[config.mk]
export PLATFORM = sky130hd
export DESIGN_NAME = rdma_tx_pkt_arbiter
export DESIGN_NICKNAME = d
export VERILOG_FILES = /design/src/rtl/rdma_tx_arb_pkg.sv /design/src/rtl/axis_out_reg.sv /design/src/rtl/rdma_tx_pkt_arbiter.sv
export SDC_FILE = /design/constraint.sdc
export NUM_CORES = 1
export LEC_CHECK = 0
export CAP_MARGIN = 10
export CORE_AREA = 2 2 699 701
export DETAILED_ROUTE_END_ITERATION = 8
export DIE_AREA = 0 0 701 703
export DONT_BUFFER_PORTS = 1
export HOLD_SLACK_MARGIN = 0.1
export PLACE_DENSITY = 0.3
export SLEW_MARGIN = 15
export SYNTH_ARGS = -nofsm -noshare
export SYNTH_HDL_FRONTEND = slang
export SYNTH_SLANG_ARGS = --single-unit
[constraint.sdc]
create_clock -name core_clk -period 2.5 [get_ports core_clk]
set_input_delay 0.625 -clock core_clk [delete_from_list [all_inputs] [get_ports core_clk]]
set_output_delay 0.625 -clock core_clk [all_outputs]
set_load 0.03 [all_outputs]
[src/rtl/rdma_tx_arb_pkg.sv]
// Shared types for the RDMA/DMA TX packet arbiter: FSM state encoding and source ids.
package rdma_tx_arb_pkg;

  typedef enum logic [1:0] {
    IDLE     = 2'd0,
    GNT_RDMA = 2'd1,
    GNT_DMA  = 2'd2
  } arb_state_t;

  localparam logic SRC_RDMA = 1'b0;
  localparam logic SRC_DMA  = 1'b1;

  // Saturating 4-bit increment used for the RDMA burst counter.
  function automatic logic [3:0] sat_inc4(input logic [3:0] val, input logic [3:0] limit);
    return (val < limit) ? val + 4'd1 : limit;
  endfunction

endpackage

[src/rtl/axis_out_reg.sv]
// Single-stage AXI-Stream pipeline register (data/keep/last/user/valid) with ready passed through.
module axis_out_reg #(
  parameter int DATA_W = 512,
  parameter int KEEP_W = 64
) (
  input  logic              clk,
  input  logic              rst_n,
  input  logic [DATA_W-1:0] in_tdata,
  input  logic [KEEP_W-1:0] in_tkeep,
  input  logic              in_tlast,
  input  logic              in_tuser,
  input  logic              in_tvalid,
  output logic              in_tready,
  output logic [DATA_W-1:0] out_tdata,
  output logic [KEEP_W-1:0] out_tkeep,
  output logic              out_tlast,
  output logic              out_tuser,
  output logic              out_tvalid,
  input  logic              out_tready
);

  logic              valid_q, valid_d;
  logic [DATA_W-1:0] data_q, data_d;
  logic [KEEP_W-1:0] keep_q, keep_d;
  logic              last_q, last_d;
  logic              user_q, user_d;

  assign in_tready = !valid_q || out_tready;

  // Payload only changes on a load, so it stays stable while the sink stalls.
  always_comb begin
    valid_d = valid_q;
    data_d  = data_q;
    keep_d  = keep_q;
    last_d  = last_q;
    user_d  = user_q;
    if (in_tvalid && in_tready) begin
      valid_d = 1'b1;
      data_d  = in_tdata;
      keep_d  = in_tkeep;
      last_d  = in_tlast;
      user_d  = in_tuser;
    end else if (out_tready) begin
      valid_d = 1'b0;
    end
  end

  always_ff @(posedge clk or negedge rst_n) begin
    if (!rst_n) begin
      valid_q <= 1'b0;
      data_q  <= '0;
      keep_q  <= '0;
      last_q  <= 1'b0;
      user_q  <= 1'b0;
    end else begin
      valid_q <= valid_d;
      data_q  <= data_d;
      keep_q  <= keep_d;
      last_q  <= last_d;
      user_q  <= user_d;
    end
  end

  assign out_tdata  = data_q;
  assign out_tkeep  = keep_q;
  assign out_tlast  = last_q;
  assign out_tuser  = user_q;
  assign out_tvalid = valid_q;

endmodule

[src/rtl/rdma_tx_pkt_arbiter.sv]
// Packet-atomic CMAC TX arbiter between RDMA and host DMA, RDMA preferred with a DMA slot guaranteed.
// Optional packet counters built when RDMA_TX_ARB_STATS_EN is defined.
module rdma_tx_pkt_arbiter
  import rdma_tx_arb_pkg::*;
#(
  parameter int DATA_W         = 512,
  parameter int KEEP_W         = 64,
  parameter int RDMA_BURST_MAX = 4
) (
  input  logic              core_clk,
  input  logic              core_rst,
  input  logic [DATA_W-1:0] s_rdma_axis_tdata,
  input  logic [KEEP_W-1:0] s_rdma_axis_tkeep,
  input  logic              s_rdma_axis_tlast,
  input  logic              s_rdma_axis_tuser,
  input  logic              s_rdma_axis_tvalid,
  output logic              s_rdma_axis_tready,
  input  logic [DATA_W-1:0] s_dma_axis_tdata,
  input  logic [KEEP_W-1:0] s_dma_axis_tkeep,
  input  logic              s_dma_axis_tlast,
  input  logic              s_dma_axis_tuser,
  input  logic              s_dma_axis_tvalid,
  output logic              s_dma_axis_tready,
  output logic [DATA_W-1:0] m_axis_tdata,
  output logic [KEEP_W-1:0] m_axis_tkeep,
  output logic              m_axis_tlast,
  output logic              m_axis_tuser,
  output logic              m_axis_tvalid,
  input  logic              m_axis_tready,
  output logic              cur_src,
  output logic              arb_busy,
  output logic [31:0]       stat_rdma_pkts,
  output logic [31:0]       stat_dma_pkts
);

  localparam logic [3:0] BURST_MAX = 4'(RDMA_BURST_MAX);

  arb_state_t        state_q, state_d;
  logic [3:0]        burst_cnt_q, burst_cnt_d;
  logic              sel_dma;
  logic              sel_tvalid;
  logic              sel_tlast;
  logic              sel_tuser;
  logic [DATA_W-1:0] sel_tdata;
  logic [KEEP_W-1:0] sel_tkeep;
  logic              reg_ready;
  logic              beat_accept;

  assign sel_dma    = (state_q == GNT_DMA);
  assign sel_tvalid = (state_q != IDLE) && (sel_dma ? s_dma_axis_tvalid : s_rdma_axis_tvalid);
  assign sel_tdata  = sel_dma ? s_dma_axis_tdata : s_rdma_axis_tdata;
  assign sel_tkeep  = sel_dma ? s_dma_axis_tkeep : s_rdma_axis_tkeep;
  assign sel_tlast  = sel_dma ? s_dma_axis_tlast : s_rdma_axis_tlast;
  assign sel_tuser  = sel_dma ? s_dma_axis_tuser : s_rdma_axis_tuser;

  assign s_rdma_axis_tready = (state_q == GNT_RDMA) && reg_ready;
  assign s_dma_axis_tready  = (state_q == GNT_DMA) && reg_ready;
  assign beat_accept        = sel_tvalid && reg_ready;

  assign arb_busy = (state_q != IDLE);
  assign cur_src  = sel_dma ? SRC_DMA : SRC_RDMA;

  // Grant decision is only made in IDLE; a grant is held until its tlast beat is accepted.
  always_comb begin
    state_d     = state_q;
    burst_cnt_d = burst_cnt_q;
    case (state_q)
      IDLE: begin
        if (s_rdma_axis_tvalid && (!s_dma_axis_tvalid || burst_cnt_q < BURST_MAX)) begin
          state_d     = GNT_RDMA;
          burst_cnt_d = sat_inc4(burst_cnt_q, BURST_MAX);
        end else if (s_dma_axis_tvalid) begin
          state_d     = GNT_DMA;
          burst_cnt_d = '0;
        end
      end
      GNT_RDMA, GNT_DMA: begin
        if (beat_accept && sel_tlast) state_d = IDLE;
      end
      default: state_d = IDLE;
    endcase
  end

  always_ff @(posedge core_clk or negedge core_rst) begin
    if (!core_rst) begin
      state_q     <= IDLE;
      burst_cnt_q <= '0;
    end else begin
      state_q     <= state_d;
      burst_cnt_q <= burst_cnt_d;
    end
  end

  axis_out_reg #(
    .DATA_W(DATA_W),
    .KEEP_W(KEEP_W)
  ) u_out_reg (
    .clk        (core_clk),
    .rst_n      (core_rst),
    .in_tdata   (sel_tdata),
    .in_tkeep   (sel_tkeep),
    .in_tlast   (sel_tlast),
    .in_tuser   (sel_tuser),
    .in_tvalid  (sel_tvalid),
    .in_tready  (reg_ready),
    .out_tdata  (m_axis_tdata),
    .out_tkeep  (m_axis_tkeep),
    .out_tlast  (m_axis_tlast),
    .out_tuser  (m_axis_tuser),
    .out_tvalid (m_axis_tvalid),
    .out_tready (m_axis_tready)
  );

`ifdef RDMA_TX_ARB_STATS_EN
  logic [31:0] stat_rdma_q, stat_rdma_d;
  logic [31:0] stat_dma_q, stat_dma_d;

  // Counted on the accepted tlast beat; wraps naturally at 2^32.
  always_comb begin
    stat_rdma_d = stat_rdma_q;
    stat_dma_d  = stat_dma_q;
    if (beat_accept && sel_tlast) begin
      if (sel_dma) stat_dma_d  = stat_dma_q + 32'd1;
      else         stat_rdma_d = stat_rdma_q + 32'd1;
    end
  end

  always_ff @(posedge core_clk or negedge core_rst) begin
    if (!core_rst) begin
      stat_rdma_q <= '0;
      stat_dma_q  <= '0;
    end else begin
      stat_rdma_q <= stat_rdma_d;
      stat_dma_q  <= stat_dma_d;
    end
  end

  assign stat_rdma_pkts = stat_rdma_q;
  assign stat_dma_pkts  = stat_dma_q;
`else
  assign stat_rdma_pkts = 32'h0;
  assign stat_dma_pkts  = 32'h0;
`endif

endmodule

==> metrics.txt <==
gpl congestion 1.16; Worst Hold Slack -0.472 ns; IO buf count 0; Routed Antenna Nets 0; Static Leakage 0.0210 uW; Ports between 1500 and 2000; layout cells sized above 1 45.1%; Worst Skew 0.0271 ns; max-slew violation count 0; Core Util, Final 11.7%; worst slew pin tran between 1 and 1.5 ns; CTS Buf Count just under 90; critical path endpoint category flop; Clock Latency Late Sink 0.78 ns; number of enable flip-flop cells after synthesis 0; Ys Warns 0; Mapped Area 30600 um2; Pre-antenna DRT Iters 5; CP Launch Type flop; nets@finish 4447; Max Fclk 361 MHz; violated checks negative hold slack, negative setup slack; initial DRC count 1965; final wirelength 313000 um; Worst Hold Class input pin to async pin; Longest Clk Path Bufs 4; final instance area 56600 um2; CTS H-tree depth 3; RSZ-0062 raised after global routing yes; vias per inst 2.61; Setup violations, final 644; Main synth FF type dfrtp_1; largest net degree at the start of global routing 174; Die H 703 um; Critical Path RT between 3 and 4 ns; Clock transition at path regs around 0.060 ns; setup slack after layout -0.273 ns; Max VDD drop slightly below 0.0007 V; placed cell areas 38700 um2; Final TNS setup -100.89 ns; GRT Total Usage 11.6%; fin cells 10100; placed instance count about 8400; Die W 701 um; PwrDens 1180 nW/um2; minimum clock period 2.77 ns; maximum net fanout on the critical path 8; num rows around 260; kind of critical path flop to flop; synthesized instance count between 1500 and 2000; Rel. slew slack 14.2%; CP arrival 3.43 ns; CTS tree done; #FFs+latches synth 585; syn avg cell area 15.5 um2; Final Hold Fails 105; antenna violations before repair slightly below 500; via count about 26000; total grt overflow 0; root buf cell clkbuf_16; ys async rst share 100%; number of max-cap violations 0; Num Clock Sinks 585; drc violations 0; full die area between 400000 and 500000 um2; status complete, but fails checks; core area 485000 um2; vias in the first global route 24900; sequential area share after synthesis 47.9%; drt wl/cell 31.1 um; crit share post-route 111%; first-pass GRT wire length 357000 um; Initial Util between 6 and 7%; Layout Area Growth over Synthesis 85.2%; Netlist cell types 28; hpwl dp approximately 270000 um; Design Power 66900 uW
==> cell usage after synthesis, types with 2 or more instances <==
| library cell | instances | area share [%] |
|---|---|---|
| mux2_4 | 310 | 15 |
| nand2_1 | 3 | 0.037 |
| a21oi_1 | 2 | 0.033 |
| o2bb2ai_1 | 2 | 0.057 |
| nor2b_1 | 4 | 0.082 |
| buf_6 | 42 | 1.5 |
| clkbuf_1 | 56 | 0.69 |
| buf_8 | 15 | 0.74 |
| buf_4 | 70 | 1.7 |
| o21ai_0 | 4 | 0.065 |
| buf_2 | 11 | 0.18 |
| ha_1 | 4 | 0.16 |
| nor2_1 | 2 | 0.025 |
| mux2_2 | 845 | 31 |
| o21bai_1 | 2 | 0.049 |
| inv_1 | 4 | 0.049 |
| dfrtp_1 | 585 | 48 |
==> state kept, by name, indices dropped and copies added (netlist names) <==
| signal | flops |
|---|---|
| burst_cnt_q | 4 |
| state_q | 2 |
| u_out_reg.out_tdata | 512 |
| u_out_reg.out_tkeep | 64 |
| u_out_reg.out_tlast | 1 |
| u_out_reg.out_tuser | 1 |
| u_out_reg.out_tvalid | 1 |
==> placed cells by master (no fill, tap or decap), drive strengths merged, types with 4 or more instances in the layout <==
master / count
mux2: 1155
clkbuf: 163
inv: 7
buf: 171
clkinv: 11
dfrtp: 585
dlygate4sd3: 1141
o21ai: 4
diode: 271
ha: 4
nor2b: 4
conb: 64
==> per-layer routing <==
| metal | vias to the layer above | GRT usage (%) | wire [um] |
|---|---|---|---|
| met5 | - | 0.00971 | 1420 |
| li1 | 10000 | - | - |
| met4 | 200 | 4.63 | 14200 |
| met3 | 836 | 5.93 | 38000 |
| met1 | 13000 | 13.3 | 120000 |
| met2 | 2154 | 18.4 | 140000 |
==> worst max-delay path: stages (launching register included) <==
cell	delay, ns
dfrtp_1	0.40
ha_4	0.19
buf_4	0.14
buf_8	0.11
buf_12	0.12
mux2i_4	0.18
nor3_4	0.28
buf_6	0.22
buf_16	0.21
buf_16	0.20
clkbuf_16	0.21
mux2_4	0.30
==> per-stage QoR <==
step                      worst slack, ns  hold WS (ns)
final                              -0.273        -0.472
after global routing               -0.387        -0.554
after CTS                          -0.379        -0.597
after detailed placement           0.0660         0.332
after global placement             0.0554         0.334
after floorplan                    0.0643         0.329
==> cell families (layout without fill, tap and decap cells) <==
group / Yosys count / count (layout) / share of synthesized area [%]
compound gates: 13 / 13 / 0.287
fa+ha+maj: 4 / 4 / 0.164
buf+inv: 198 / 1502 / 4.92
flops: 585 / 585 / 47.9
mux: 1157 / 1157 / 46.5
other cells: 1 / 335 / 0.0123
simple gates: 14 / 14 / 0.258
==> where the power goes <==
part           switching, uW  internal [uW]
clock network           5230           7120
logic                   8650          15000
registers              16800          14200
==> worst paths after layout <==
check / cells after the start / slack [ns] / end / startpoint
max in group asynchronous: 4 / -0.22 / u_out_reg.out_tdata[357] / core_rst
worst max-delay path: 11 / -0.27 / u_out_reg.out_tdata[291] / state_q[1]
worst min-delay path: 0 / -0.47 / u_out_reg.out_tdata[209] / core_rst
worst max register to register: 11 / -0.27 / u_out_reg.out_tdata[291] / state_q[1]
min in group core_clk: 2 / 0.19 / u_out_reg.out_tdata[95] / s_dma_axis_tdata[95]
worst min register to register: 1 / 0.52 / u_out_reg.out_tdata[22] / u_out_reg.out_tdata[22]
==> cell type report <==
type                            count  area (um2)
Inverter                            4        21.3
Antenna cell                      271         678
Sequential cell                   585       14600
Clock inverter                     20         203
Tap cell                         6450        8070
Multi-Input combinational cell   1252       15400
Clock buffer                      126        2470
Timing Repair Buffer             1352       15100
Fill cell                       55100      428000
==> timing repair <==
action,4_1_cts,5_1_grt
cloned,4,45
gates resized for setup,29,326
endpoints found under the setup margin,9,482
endpoints found under the hold margin,1017,172
pin swaps,2,1
setup buffers,7,57
hold buffers,1140,3
Note: power is estimated with default switching activity, not from simulation.
